--- src/rtl/rr_arb_mux.sv ---
// rtl/rr_arb_mux.sv - N-channel fixed-select / round-robin arbiter feeding a one-beat output register.
module rr_arb_mux #(
  parameter int N_CH = 4,
  parameter int DW   = 8,
  localparam int SW  = ($clog2(N_CH) > 1) ? $clog2(N_CH) : 1
) (
  input  logic                 clk,
  input  logic                 rst_n,
  input  logic                 mode,
  input  logic [SW-1:0]        sel,
  input  logic [N_CH-1:0]      in_valid,
  input  logic [N_CH*DW-1:0]   in_data,
  output logic [N_CH-1:0]      in_ready,
  output logic                 out_valid,
  output logic [DW-1:0]        out_data,
  output logic [SW-1:0]        out_ch,
  input  logic                 out_ready
);

  logic [N_CH-1:0] grant;
  logic            found;
  logic [DW-1:0]   sel_data;
  logic [SW-1:0]   sel_ch;
  logic [SW-1:0]   rr_ptr;
  logic [SW-1:0]   rr_next;
  logic            load;
  logic            xfer;

  // Round-robin: offset k from rr_ptr lands on channel i when rr_ptr == (i - k) mod N_CH.
  always_comb begin
    grant = '0;
    found = 1'b0;
    if (mode) begin
      for (int k = 0; k < N_CH; k++) begin
        for (int i = 0; i < N_CH; i++) begin
          if (!found && in_valid[i] && (rr_ptr == SW'((i - k + N_CH) % N_CH))) begin
            grant[i] = 1'b1;
            found    = 1'b1;
          end
        end
      end
    end else begin
      for (int i = 0; i < N_CH; i++) begin
        if (sel == SW'(i)) begin
          grant[i] = in_valid[i];
        end
      end
    end
  end

  always_comb begin
    sel_data = '0;
    sel_ch   = '0;
    for (int i = 0; i < N_CH; i++) begin
      sel_data = sel_data | (in_data[i*DW +: DW] & {DW{grant[i]}});
      sel_ch   = sel_ch | (SW'(i) & {SW{grant[i]}});
    end
  end

  assign load     = !out_valid || out_ready;
  assign xfer     = load && (|grant);
  assign in_ready = (load && rst_n) ? grant : '0;
  assign rr_next  = (sel_ch == SW'(N_CH - 1)) ? '0 : sel_ch + SW'(1);

  always_ff @(posedge clk or negedge rst_n) begin
    if (!rst_n) begin
      out_valid <= 1'b0;
      out_data  <= '0;
      out_ch    <= '0;
      rr_ptr    <= '0;
    end else begin
      if (load) begin
        out_valid <= |grant;
        if (|grant) begin
          out_data <= sel_data;
          out_ch   <= sel_ch;
        end
      end
      if (xfer && mode) begin
        rr_ptr <= rr_next;
      end
    end
  end

endmodule

--- config.mk ---
export PLATFORM = sky130hd
export DESIGN_NAME = rr_arb_mux
export DESIGN_NICKNAME = d
export VERILOG_FILES = /design/src/rtl/rr_arb_mux.sv
export SDC_FILE = /design/constraint.sdc
export NUM_CORES = 1
export LEC_CHECK = 0
export BUFFER_PORTS_ARGS = -buffer_cell sky130_fd_sc_hd__buf_4
export CAP_MARGIN = 20
export CELL_PAD_IN_SITES_DETAIL_PLACEMENT = 1
export CELL_PAD_IN_SITES_GLOBAL_PLACEMENT = 2
export CORE_ASPECT_RATIO = 0.7
export CORE_MARGIN = 4
export CORE_UTILIZATION = 24
export DETAILED_ROUTE_END_ITERATION = 12
export PLACE_DENSITY_LB_ADDON = 0.08
export SLEW_MARGIN = 40
export SYNTH_ARGS = -nofsm -noshare
export SYNTH_HDL_FRONTEND = slang
export SYNTH_SLANG_ARGS = --single-unit
--- constraint.sdc ---
create_clock -name clk -period 2.3 [get_ports clk]
set_input_delay 0 -clock clk [delete_from_list [all_inputs] [get_ports clk]]
set_output_delay 0 -clock clk [all_outputs]
set_load 0.01 [all_outputs]
# After elaboration in Yosys (flattened, before gate mapping)
# Cells that the tools add are included.
[word_totals]
word_cells = 128
regBits = 13
output_inout_bits = 15
input_bits = 42
[op_classes]
n_eq_ne = 7
bitwise_logic = 9
mux = 52
reduce_logical = 55
addsub = 1
[ops]
columns = ["cell", "count"]
rows = [
  ["$mux W1", 49],
  ["$logic_and A1 B1 Y1", 34],
  ["$and A8 B8 Y8", 4],
  ["$or A8 B8 Y8", 3],
  ["$logic_not A1 Y1", 16],
  ["$eq A2 B2 Y1 const B", 5],
  ["$mux W4", 2],
  ["$eq A2 B1 Y1 const B", 2],
  ["$logic_not A2 Y1", 2],
  ["$reduce_or A4 Y1", 1],
  ["$add A2 B1 Y2 const B", 1],
  ["$mux W2", 1],
  ["$or A1 B2 Y2", 1],
  ["$or A2 B2 Y2", 1],
  ["$reduce_and A2 Y1", 1],
  ["$logic_or A1 B1 Y1", 1],
]

# Logic depth before layout (Yosys ltp)
# Gate-level depths: netlist (run 1).
[logic_depth]
ltp_word = 83
ltp_mapped = 7
mapped_depth_nobuf = 5

# Worst setup path before layout (run 1)
# OpenSTA, ideal clock, no wires.
[synth_path]
path_type = "reg-to-reg"
start = "reg rr_ptr[0]"
end = "reg out_data[0]"
setup_ns = 0.079
required_ns = 2.221
period_less_slack_ns = 1.849
slack_ns = 0.451
path_buffers = 1
path_stages_with_launch = 7
arrival_time_ns = 1.769
path_cell_list = "dfrtp_1 nand2b_1 a311oi_4 nor2_4 o41ai_2 buf_6 mux2i_1"
[synth_between]
elab_chain_len = 81
word_cells_on_any_way = 105
cone_classes = "eq/ne (3); mux (46); bitwise (7); reduce/logical (49)"
[synth_rtl]
columns = ["item", "line_no", "text"]
rows = [
  ["start: declaration", "24", "logic [SW-1:0] rr_ptr;"],
  ["start signal: assignment", "80", "rr_ptr <= rr_next;"],
  ["$logic_not A2 Y1", "36", "if (!found && in_valid[i] && (rr_ptr == SW'((i - k + N_CH) % N_CH))) begin"],
  ["$logic_and A1 B1 Y1", "36", ""],
  ["$mux W1", "36", ""],
  ["$mux W1", "33", "if (mode) begin"],
  ["$logic_not A1 Y1", "36", ""],
  ["$logic_and A1 B1 Y1 (2 in a row)", "36", ""],
  ["$mux W1", "36", ""],
  ["$mux W1", "33", ""],
  ["(+63 left out)", "n/a", ""],
  ["$mux W1", "36", ""],
  ["$mux W1", "33", ""],
  ["$logic_not A1 Y1", "36", ""],
  ["$logic_and A1 B1 Y1 (2 in a row)", "36", ""],
  ["$mux W1", "36", ""],
  ["$mux W4 *", "33", ""],
  ["$reduce_or A4 Y1 or $and A8 B8 Y8 (tied branches)", "74, 55", ""],
  ["$reduce_and A2 Y1 (no source line) or $or A8 B8 Y8 (tied branches)", "n/a", ""],
  ["end signal: assignment", "75", "out_data <= sel_data;"],
  ["end: declaration", "15", "output logic [DW-1:0] out_data,"],
]
# Every way passes the cells marked *; elsewhere a longest branch is shown, timed or not. The select of a mux whose other input is x is not followed.
# A chain may end at the register's enable or synchronous reset.

# Worst setup path after layout (run 1)
[layout_path]
start = "reg rr_ptr[1]"
end = "reg out_data[7]"
# The elaborated chain is that of the path after synthesis.

==> summary.md, run 1 <==
| Metric | Value |
|---|---|
| Maximum number of pins on one net before global-route repair | `18` |
| Most instantiated library cell after synthesis | `inv_1` |
| FF-to-FF setup slack | `0.21 ns` |
| Type of element capturing the critical path | `flop` |
| Post-synth top cells | `27 x inv_1, 18 x nor3_1, 13 x dfrtp_1` |
| Ratio of cells with drive above 1 in the final layout | `0.3949` |
| Hold Crit Class | `in -> reg` |
| Drt first pass iters | `4` |
| TritonCTS Buffers | `3` |
| Destination of the worst hold path | `out_data[2]` |
| Synthesis-to-finish area growth | `51.72%` |
| VDD IR max | `0.3206 mV` |
| Overall Power | `1.376 mW` |
| Reg-to-Reg Start | `rr_ptr[1]` |
| Final setup violation count | `0` |
| Yosys warnings | `0` |
| Post-Syn Instances | `133` |
| Worst Path Arrival | `2.25 ns` |
| Congestion Overflow GR | `0` |
| Synth area leader | `dfrtp_1` |
| Setup CP Type | `reg -> reg` |
| Required time of the critical path | `2.46 ns` |
| Worst reg2reg path endpoint | `out_data[7]` |
| Die extent in y | `64.48 um` |
| Headroom to the max-slew limit | `0.5975` |
| Die Outline Area | `5718 um2` |
| Area inside the core boundary | `4379 um2` |
| Number of vias after detailed routing | `1,212` |
| Register area share after synthesis | `0.2975` |
| WHS Path Cells | `3` |
| Maximum net fanout on the critical path | `9` |
| Static leakage | `0.8397 nW` |
| Area share of the leading cell type in the synthesized netlist | `0.2975` |
| Number of buffers on the longest clock path | `2` |
| CTS tree | `yes` |
| RSZ-0062 raised after global routing | `no` |
| Weighted congestion at the end of routability-driven global placement | `0.8194` |
| Horiz. Die Dim | `88.68 um` |
| Post-synthesis simple-gate area fraction | `0.2677` |
| Dominant cells by area after synthesis | `dfrtp_1 30%, inv_1 9.3%, nor3_1 8.2%` |
| Top_reg_cell synth | `dfrtp_1` |
| H-tree levels | `1` |
| Setup repair bufs after CTS | `0` |
| Start point of the worst min-delay path | `in_data[18]` |
| Actual slew at the worst max-slew pin | `0.5885 ns` |
| GRT Total Usage | `0.1402` |
| Worst path slowest cell | `dfrtp_1` |
| Kind of start point of the critical path | `flop` |
| Initial Util | `0.2497` |
| Mux contribution to synthesized area | `0.07323` |
| Top achievable clock speed | `478.3 MHz` |
| Remaining routing DRC violations | `0` |
| Antenna violations before repair | `0` |
| Register area | `325.3 um2` |
| Port Buf Inserts | `56` |
| Via count of the first global-routing pass | `1,271` |
| Netlist cell types | `32` |
| Number of flops mapped to enable cells by yosys | `0` |
| Depth of the worst register-to-register path | `6` |
| Synthesis-stage register bit count | `13` |
| Sum of negative setup slack | `0 ns` |
| Syn Std Cell Area | `1094 um2` |
| First-iteration detailed-routing DRC count | `30` |
| Pwr/cell area | `829.5 nW/um2` |
| Boundary Pins | `57` |
| Count of final max-slew check failures | `0` |
| Number of antenna diodes | `0` |
| Routed wirelength normalized by instance count | `15.50 um` |
| Fill cell total of the finished layout | `543` |
| Final critical-path required period | `2.091 ns` |
| Worst Skew | `0.007793 ns` |
| HPWL after detailed placement | `3121 um` |
| Clock transition at path regs | `0.06 ns` |
| Part of the cycle the worst path needs | `0.9090` |
| Post-Synth XOR/XNOR Area | `0` |
| Run status | `finished, final reports clean` |
| Adder-cell area share of the yosys netlist | `0` |
| Compound-Gate Fraction of Synth Area | `0.2380` |
| Synthesized netlist net count | `175` |
| Fraction of synthesis flops using an asynchronous set or reset pin | `1.000` |
| Cell Rows | `20` |
| Mean post-synth cell area | `8.222 um2` |
| Insertion delay of the later-clocked pin in the worst-skew pair | `0.24 ns` |
| Root buffer cell | `clkbuf_8` |
| Detailed-route vias per instance | `4.848` |
| Max-Cap Viols | `0` |
| Wire length of the first global-routing pass | `6341 um` |
| Final #Nets | `238` |
| Antenna-violating nets left | `0` |
| Cell chain of the critical path | `a21oi_1 > o21ai_2 > nor2_1 > o41ai_2 > buf_4 > mux2i_1` |
| Dominant combinational cell family by area after synthesis | `simple AND/OR/NAND/NOR gates` |
| Total wire length | `3876 um` |
| Delay of the slowest cell on the worst path | `0.52 ns` |
| Total number of clock tree sinks | `13` |
| Final Hold Viols | `0` |
| Area taken by multi-input logic gates | `643.1 um2` |
layer usage:
layer | part of all wire | GRT usage
met3 | 0.070 | 0.01525
met5 | 0 | 0
met2 | 0.42 | 0.2056
met4 | 0.013 | 0.04717
met1 | 0.50 | 0.2105
cell type report:
class | count | area share
clock buffers | 4 | 0.02715
repair buffers | 63 | 0.2866
flip-flops and latches | 13 | 0.1961
well taps | 55 | 0.04148
inverters | 27 | 0.06109
multi-input cells | 88 | 0.3876
metrics by stage:
stage	util	worst slack [ns]	cells	hold slack (ns)	cell area, um2
after global placement	0.3640	0.1303	245	-0.1343	1594
after CTS	0.3766	0.08529	250	0.1128	1649
after detailed placement	0.3640	0.1191	245	-0.1273	1594
final	0.3789	0.2092	250	0.09278	1659
after floorplan	-	0.4514	133	-0.2956	1094
after global routing	0.3789	0.01265	250	0.1230	1659
placed cells by master, fill, tap and decap left out, types with 2 or more instances in the layout:
cell        n
buf_4      62
inv_1      27
nor3_1     18
dfrtp_1    13
nor3b_1     9
nor2_1      8
mux2i_1     8
nand2b_1    5
a2111oi_0   4
o21ai_0     3
and3_1      3
o21bai_1    3
a2111oi_1   3
clkbuf_8    3
a21oi_1     2
nand2_1     2
o21ai_2     2
a21oi_2     2
o2bb2ai_1   2
where the power goes:
| part | internal [mW] | switching, mW | total (mW) |
|---|---|---|---|
| Clock | 0.122 | 0.0847 | 0.207 |
| Combinational | 0.372 | 0.375 | 0.747 |
| Sequential | 0.336 | 0.0862 | 0.422 |
| Total | 0.830 | 0.546 | 1.38 |
worst max-delay path by stage:
stage,from,end,slack (ns)
floorplan,rr_ptr[0],out_data[0],0.45
global placement,rr_ptr[0],out_data[3],0.13
detailed placement,rr_ptr[1],out_data[3],0.12
CTS,rr_ptr[1],out_data[3],0.09
global route,rr_ptr[1],out_data[7],0.01
finish,rr_ptr[1],out_data[7],0.21
worst max-delay path: cells and delay by family (launching register included):
family | cells | cell delay (ns)
AND/OR/NAND/NOR | 1 | 0.19
multiplexers | 1 | 0.20
buffers and inverters | 1 | 0.25
flip-flops | 1 | 0.52
AO/OA/AOI/OAI | 3 | 0.84
logic make-up after synthesis:
| family | Yosys count |
|---|---|
| muxes | 8 |
| AOI/OAI and AO/OA | 29 |
| buffers and inverters | 32 |
| and+or+nand+nor | 51 |
| DFF | 13 |
repair_timing:
item	4_1_cts	5_1_grt
endpoints found under the setup margin	0	4
gates resized for setup	0	5
hold buffers	1	0
endpoints found under the hold margin	13	0
state kept, by name, summed over array words and instances, names as in the netlist:
name	cells
out_data	8
out_ch	2
rr_ptr	2
out_valid	1
Note: power is estimated with default switching activity, not from simulation.
==> run 2: changes to the inputs <==
--- a/config.mk
+++ b/config.mk
@@ -11,7 +11,7 @@
 export CELL_PAD_IN_SITES_GLOBAL_PLACEMENT = 2
 export CORE_ASPECT_RATIO = 0.7
 export CORE_MARGIN = 4
-export CORE_UTILIZATION = 24
+export CORE_UTILIZATION = 21
 export DETAILED_ROUTE_END_ITERATION = 12
 export PLACE_DENSITY_LB_ADDON = 0.08
 export SLEW_MARGIN = 40
==> constraint.sdc (replaced) <==
create_clock -name clk -period 1.8 [get_ports clk]
set_input_delay 0 -clock clk [delete_from_list [all_inputs] [get_ports clk]]
set_output_delay 0 -clock clk [all_outputs]
set_load 0.01 [all_outputs]
==> run 2 against run 1 <==
Worst setup slack got worse by 0.27 ns. Die area increased by 13%. Combinational power increased by 65%. Critical endpoint is now out_data[3]. Largest cell class unchanged. Critical path depth increased by 1. The flow now finishes with violations (setup timing).
==> summary.md, run 2 (synthesis gave the netlist of run 1 again) <==
| Metric | Value |
|---|---|
| Run status | `finished, violations left` |
| Violations in the final reports | `setup timing` |
| Dpl cell area | `1752 um2 (+9.9%)` |
| Sum of negative setup slack | `-0.4402 ns (-0.4402 ns)` |
| Final cell area excluding filler cells | `1936 um2 (+17%)` |
| Final Worst Setup Slack | `-0.06303 ns (-0.2722 ns)` |
| Insertion delay of the later-clocked pin in the worst-skew pair | `0.25 ns (about the same)` |
| H-tree levels | `1 (unchanged)` |
| Commonest cells after routing, fill and taps aside | `75 x buf_4, 27 x inv_1, 18 x nor3_1` |
| Number of vias after detailed routing | `1,282 (+5.8%)` |
| Fill cell total of the finished layout | `618 (+14%)` |
| Port Buf Inserts | `56 (unchanged)` |
| Die Outline Area | `6444 um2 (+13%)` |
| Final critical-path required period | `1.863 ns (-0.2278 ns)` |
| Required time of the critical path | `1.97 ns (-0.49 ns)` |
| GRT Total Usage | `0.1420 (+0.001835)` |
| Final setup violation count | `8 (+8)` |
| Maximum number of pins on one net before global-route repair | `18 (unchanged)` |
| Post-route worst hold slack | `0.04839 ns (-0.04438 ns)` |
| Total wire length | `4424 um (+14%)` |
| Number of buffers on the longest clock path | `2 (unchanged)` |
| Max-Cap Viols | `0 (unchanged)` |
| Worst path slowest cell | `dfrtp_2` |
| Maximum net fanout on the critical path | `8 (-1)` |
| Worst Skew | `0.0006731 ns (-0.007120 ns)` |
| Hold Crit Class | `in -> reg` |
| Number of antenna diodes | `0 (unchanged)` |
| Root buffer cell | `clkbuf_8` |
| TritonCTS Buffers | `3 (unchanged)` |
| Worst slack after detailed placement | `-0.1608 ns (-0.2799 ns)` |
| Antenna-violating nets left | `0 (unchanged)` |
| Routed wirelength normalized by instance count | `15.63 um (+0.83%)` |
| Congestion Overflow GR | `0 (unchanged)` |
| Count of final max-slew check failures | `0 (unchanged)` |
| Setup CP Type | `reg -> reg` |
| Kind of start point of the critical path | `flop` |
| Remaining routing DRC violations | `0 (unchanged)` |
| Area taken by multi-input logic gates | `725.7 um2 (+13%)` |
| Detailed-route vias per instance | `4.530 (-6.6%)` |
| Register area | `327.8 um2 (+0.77%)` |
| Initial Util | `0.2226 (-0.02715)` |
| HPWL after detailed placement | `3501 um (+12%)` |
| Static leakage | `0.9659 nW (+15%)` |
| Weighted congestion at the end of routability-driven global placement | `0.8182 (-0.15%)` |
| Delay of the slowest cell on the worst path | `0.48 ns (-0.04 ns)` |
| RSZ-0062 raised after global routing | `yes` |
| Wire length of the first global-routing pass | `7120 um (+12%)` |
| VDD IR max | `0.4096 mV (+28%)` |
| Via count of the first global-routing pass | `1,455 (+14%)` |
| Actual slew at the worst max-slew pin | `0.3798 ns (-0.2087 ns)` |
| Drt first pass iters | `4 (unchanged)` |
| Die extent in y | `68.38 um (+6.0%)` |
| Total number of clock tree sinks | `13 (unchanged)` |
| Final #Nets | `257 (+8.0%)` |
| Most frequent standard cell in the layout excluding fill and tap cells | `buf_4` |
| Headroom to the max-slew limit | `0.7462 (+0.1487)` |
| Worst Path Arrival | `2.03 ns (-0.22 ns)` |
| Final Hold Viols | `0 (unchanged)` |
| CTS tree | `yes` |
| Type of element capturing the critical path | `flop` |
| Top achievable clock speed | `536.8 MHz (+12%)` |
| Cell Rows | `21 (+5.0%)` |
| Ratio of cells with drive above 1 in the final layout | `0.5140 (+0.1191)` |
| First-iteration detailed-routing DRC count | `22 (-27%)` |
| Boundary Pins | `57 (unchanged)` |
| Final Util | `0.3939 (+0.01508)` |
| Clock transition at path regs | `0.06 ns (about the same)` |
| Number of flip-flops under the largest register name | `8 (unchanged)` |
| Synthesis-to-finish area growth | `77.00%` |
| Leading registers by flop count | `out_data (8), out_ch (2), rr_ptr (2)` |
| Antenna violations before repair | `0 (unchanged)` |
| Part of the cycle the worst path needs | `1.035 (+0.1260)` |
| Cell chain of the critical path | `o21ai_2 > a311oi_4 > buf_4 > nor2_4 > o41ai_4 > buf_6 > mux2i_1` |
| Horiz. Die Dim | `94.25 um (+6.3%)` |
| Area inside the core boundary | `4913 um2 (+12%)` |
| Pwr/cell area | `1066 nW/um2 (+28%)` |
| Reg with most FFs | `out_data` |
## run 2: cell types whose count changed in the layout (fill, tap and decap cells not counted), sizes merged
cell	change
buf	+19
## run 2: through the flow
step | total power [mW] | std cells
2_1_floorplan | 1.066 | 133
3_3_place_gp | 1.626 | 276
3_5_place_dp | 1.645 | 276
4_1_cts | 2.010 | 282
5_1_grt | 2.223 | 283
6_report | 2.062 | 283
## run 2: per-layer routing
metal / vias up / global-route usage / wire, um / part of all wire
li1: 627 / - / - / -
met1: 620 / 0.1721 / 1946 / 0.44
met2: 33 / 0.2562 / 2192 / 0.50
met3: 2 / 0.04176 / 269 / 0.061
met4: 0 / 0.02162 / 15 / 0.0034
met5: - / 0 / 0 / 0
## run 2: worst max-delay path: cells and delay by family, from the launching register on
family,cells,cell delay (ns)
AOI/OAI and AO/OA,3,0.70
DFF,1,0.48
buffers and inverters,2,0.37
muxes,1,0.18
and+or+nand+nor,1,0.04
## run 2: area by class of cell
type,count,area share
Clock buffer,4,0.02327
Multi-Input combinational cell,88,0.3749
Timing Repair Buffer,82,0.3355
Inverter,27,0.05236
Tap cell,69,0.04460
Sequential cell,13,0.1694
## run 2: power breakdown
part	switching (mW)	leakage [nW]	total (mW)	internal (mW)
Clock	0.114	0.0228	0.271	0.157
Combinational	0.557	0.789	1.23	0.671
Sequential	0.129	0.154	0.563	0.434
## run 2: final timing paths
check / start / end / slack [ns] / depth (start not counted)
worst min register to register: out_ch[1] / out_ch[1] / 0.51 / 1
worst min-delay path: in_data[23] / out_data[7] / 0.05 / 3
worst max-delay path: rr_ptr[1] / out_data[3] / -0.06 / 7
worst max register to register: rr_ptr[1] / out_data[3] / -0.06 / 7
min in group asynchronous: rst_n / out_data[5] / 0.14 / 2
max in group asynchronous: rst_n / rr_ptr[1] / 1.45 / 2
## run 2: repair_timing
action                                  4_1_cts  5_1_grt
buffers inserted                              0        1
cloned                                        1        0
resized for setup                            17       18
hold buffers                                  1        0
endpoints found under the setup margin       13       12
pin swaps                                     0        1
hold endpoints to repair                     13        0
==> run 3: changes to the inputs <==
--- a/config.mk
+++ b/config.mk
@@ -5,13 +5,14 @@
 export SDC_FILE = /design/constraint.sdc
 export NUM_CORES = 1
 export LEC_CHECK = 0
+export ABC_AREA = 1
 export BUFFER_PORTS_ARGS = -buffer_cell sky130_fd_sc_hd__buf_4
 export CAP_MARGIN = 20
 export CELL_PAD_IN_SITES_DETAIL_PLACEMENT = 1
 export CELL_PAD_IN_SITES_GLOBAL_PLACEMENT = 2
 export CORE_ASPECT_RATIO = 0.7
 export CORE_MARGIN = 4
-export CORE_UTILIZATION = 21
+export CORE_UTILIZATION = 20
 export DETAILED_ROUTE_END_ITERATION = 12
 export PLACE_DENSITY_LB_ADDON = 0.08
 export SLEW_MARGIN = 40
==> run 3 against run 2 <==
Critical path depth is 10 higher. Utilization is 2.4 points lower. Cell area is 11% higher. Routed wire length is 12% higher. Synthesized cell count is 48% higher. Via count is 20% higher. Cell count is 26% higher. The run still ends with setup timing left. Sequential power is 0.9% higher. Die area is 15% higher.
==> summary.md, run 3 <==
| Metric | Value |
|---|---|
| Final critical-path required period | `2.272 ns (+0.4092 ns)` |
| Setup CP Type | `reg -> reg` |
| Synth area leader | `dfrtp_1` |
| Type of element capturing the critical path | `flop` |
| Actual slew at the worst max-slew pin | `0.5248 ns (+0.1450 ns)` |
| Antenna-violating nets left | `0 (unchanged)` |
| Count of final max-slew check failures | `0 (unchanged)` |
| Cell Rows | `23 (+9.5%)` |
| Top_reg_cell synth | `dfrtp_1` |
| CTS tree | `yes` |
| Boundary Pins | `57 (unchanged)` |
| Worst reg2reg path endpoint | `out_data[1]` |
| Reg with most FFs | `out_data` |
| TritonCTS Buffers | `3 (unchanged)` |
| Pwr/cell area | `1212 nW/um2 (+14%)` |
| Area share of the leading cell type in the synthesized netlist | `0.2669 (-0.03054)` |
| Violations in the final reports | `setup timing` |
| Final cell area excluding filler cells | `2151 um2 (+11%)` |
| Yosys warnings | `0 (unchanged)` |
| Number of antenna diodes | `0 (unchanged)` |
| Initial Util | `0.2096 (-0.01292)` |
| Headroom to the max-slew limit | `0.6471 (-0.09901)` |
| Reg-to-Reg Start | `rr_ptr[0]` |
| Register area share after synthesis | `0.2669 (-0.03054)` |
| Compound-Gate Fraction of Synth Area | `0.1047 (-0.1333)` |
| Maximum number of pins on one net before global-route repair | `15 (-3)` |
| Final Worst Setup Slack | `-0.4722 ns (-0.4092 ns)` |
| Port Buf Inserts | `56 (unchanged)` |
| Fraction of synthesis flops using an asynchronous set or reset pin | `1.000 (unchanged)` |
| Area inside the core boundary | `5813 um2 (+18%)` |
| Worst slack after detailed placement | `-0.6850 ns (-0.5242 ns)` |
| Wire length of the first global-routing pass | `7859 um (+10%)` |
| Leading registers by flop count | `out_data (8), out_ch (2), rr_ptr (2)` |
| First-iteration detailed-routing DRC count | `45 (+100%)` |
| Run status | `finished, violations left` |
| Post-Syn Instances | `197 (+48%)` |
| Final #Nets | `325 (+26%)` |
| Ratio of cells with drive above 1 in the final layout | `0.4929 (-0.02111)` |
| Top achievable clock speed | `440.1 MHz (-18%)` |
| Horiz. Die Dim | `101.3 um (+7.5%)` |
| Die extent in y | `73.31 um (+7.2%)` |
| Insertion delay of the later-clocked pin in the worst-skew pair | `0.24 ns (about the same)` |
| Syn Std Cell Area | `1219 um2 (+11%)` |
| Most instantiated library cell after synthesis | `nand2_1` |
| Clock transition at path regs | `0.05 ns (about the same)` |
| Overall Power | `2.608 mW (+26%)` |
| Via count of the first global-routing pass | `1,564 (+7.5%)` |
| Number of vias after detailed routing | `1,540 (+20%)` |
| GRT Total Usage | `0.1340 (-0.007973)` |
| Dominant cells by area after synthesis | `dfrtp_1 27%, nand2_1 23%, nand3_1 8.2%` |
| Dpl cell area | `1853 um2 (+5.8%)` |
| Number of flops mapped to enable cells by yosys | `0 (unchanged)` |
| Fill cell total of the finished layout | `765 (+24%)` |
| Worst Path Arrival | `2.45 ns (+0.42 ns)` |
| Final Hold Viols | `0 (unchanged)` |
| Total number of clock tree sinks | `13 (unchanged)` |
| Final setup violation count | `17 (+9)` |
| Hold Crit Class | `in -> reg` |
| RSZ-0062 raised after global routing | `yes` |
| Adder-cell area share of the yosys netlist | `0 (unchanged)` |
| Destination of the worst hold path | `out_data[5]` |
| Depth of the worst register-to-register path | `17 (+10)` |
| Routed wirelength normalized by instance count | `13.87 um (-11%)` |
| Weighted congestion at the end of routability-driven global placement | `0.7547 (-7.8%)` |
| Root buffer cell | `clkbuf_8` |
| Max-Cap Viols | `0 (unchanged)` |
| Synthesis-to-finish area growth | `76.49%` |
| FF-to-FF setup slack | `-0.47 ns (-0.41 ns)` |
| Post-Synth XOR/XNOR Area | `0 (unchanged)` |
| Most frequent standard cell in the layout excluding fill and tap cells | `buf_4` |
| Start point of the worst min-delay path | `in_data[29]` |
| Dominant combinational cell family by area after synthesis | `simple AND/OR/NAND/NOR gates` |
| H-tree levels | `1 (unchanged)` |
| Drt first pass iters | `4 (unchanged)` |
| Synthesis-stage register bit count | `13 (unchanged)` |
| Post-route worst hold slack | `0.06806 ns (+0.01967 ns)` |
| Required time of the critical path | `1.98 ns (about the same)` |
| WHS Path Cells | `5 (+2)` |
| Detailed-route vias per instance | `4.314 (-4.8%)` |
| Congestion Overflow GR | `0 (unchanged)` |
| Synthesized netlist net count | `239 (+37%)` |
| Remaining routing DRC violations | `0 (unchanged)` |
| Maximum net fanout on the critical path | `8 (unchanged)` |
| HPWL after detailed placement | `4120 um (+18%)` |
| Post-synthesis simple-gate area fraction | `0.5267 (+0.2590)` |
| Antenna violations before repair | `0 (unchanged)` |
| Worst Skew | `0.002432 ns (+0.001759 ns)` |
| Total wire length | `4952 um (+12%)` |
| VDD IR max | `0.3077 mV (-25%)` |
| Die Outline Area | `7426 um2 (+15%)` |
| Commonest cells after routing, fill and taps aside | `79 x buf_4, 59 x nand2_1, 19 x inv_1` |
| Netlist cell types | `24 (-25%)` |
| Mux contribution to synthesized area | `0 (-0.07323)` |
| Static leakage | `1.137 nW (+18%)` |
| Kind of start point of the critical path | `flop` |
| Mean post-synth cell area | `6.186 um2 (-25%)` |
| Number of flip-flops under the largest register name | `8 (unchanged)` |
| Part of the cycle the worst path needs | `1.262 (+0.2273)` |
| Post-synth top cells | `75 x nand2_1, 24 x inv_1, 20 x nand3_1` |
| Number of buffers on the longest clock path | `2 (unchanged)` |
==> run 3: worst max path at each step <==
stage	cells past startpoint	endpoint	start	slack, ns
2_1_floorplan	18	out_data[0]	rr_ptr[1]	-0.21
3_3_place_gp	14	out_data[4]	rr_ptr[1]	-0.70
3_5_place_dp	15	out_data[6]	rr_ptr[1]	-0.69
4_1_cts	17	out_data[2]	rr_ptr[1]	-0.44
5_1_grt	17	out_data[2]	rr_ptr[0]	-0.63
6_report	17	out_data[1]	rr_ptr[0]	-0.47
==> run 3: per-layer routing <==
layer	GRT usage	wire length [um]
met1	0.2206	2755
met2	0.1732	1895
met3	0.03036	277
met4	0.02212	25
met5	0	0
==> run 3: what timing repair did <==
action | in CTS | in global routing
buffers inserted | 6 | 4
resized for setup | 21 | 27
pin swaps | 3 | 6
cloned | 0 | 1
setup endpoints to repair | 17 | 17
endpoints found under the hold margin | 13 | 0
hold buffers | 1 | 0
==> run 3: critical path, stage by stage, from the launching register on <==
cell     delay (ns)
dfrtp_2        0.48
inv_4          0.07
nand3_4        0.08
nand3_4        0.09
nor2_4         0.10
nand4_2        0.10
nor2_2         0.12
nand4_1        0.11
nor2_2         0.14
buf_4          0.14
nand4_1        0.07
nand2_1        0.11
nand2_4        0.10
nand2_4        0.11
nor2_4         0.04
nor2_4         0.17
nand2_1        0.11
nand2_1        0.06
==> run 3: final cells by class <==
cell class	instances	area (um2)	area share
multi-input combinational	156	944.7	0.4392
clock buffer	4	45.04	0.02094
sequential	13	327.8	0.1524
timing repair buffer	83	636.9	0.2961
tap	75	93.84	0.04363
inverter	26	102.6	0.04770
==> run 3: cells by family (layout without fill, tap and decap cells) <==
group | count (synthesis) | count (layout)
AND/OR/NAND/NOR | 136 | 137
flip-flops | 13 | 13
AO/OA/AOI/OAI | 19 | 19
buffers and inverters | 29 | 113
==> run 3: metrics by stage <==
stage	utilization	TNS [ns]	cells
detailed placement	0.3188	-8.946	341
global placement	0.3188	-9.106	341
floorplan	-	-2.272	197
global route	0.3700	-9.932	357
CTS	0.3461	-6.666	352
finish	0.3700	-7.174	357
==> run 3: report_power, final <==
group / internal (mW) / switching, mW
logic: 0.807 / 0.981
registers: 0.429 / 0.139
clock network: 0.156 / 0.0953
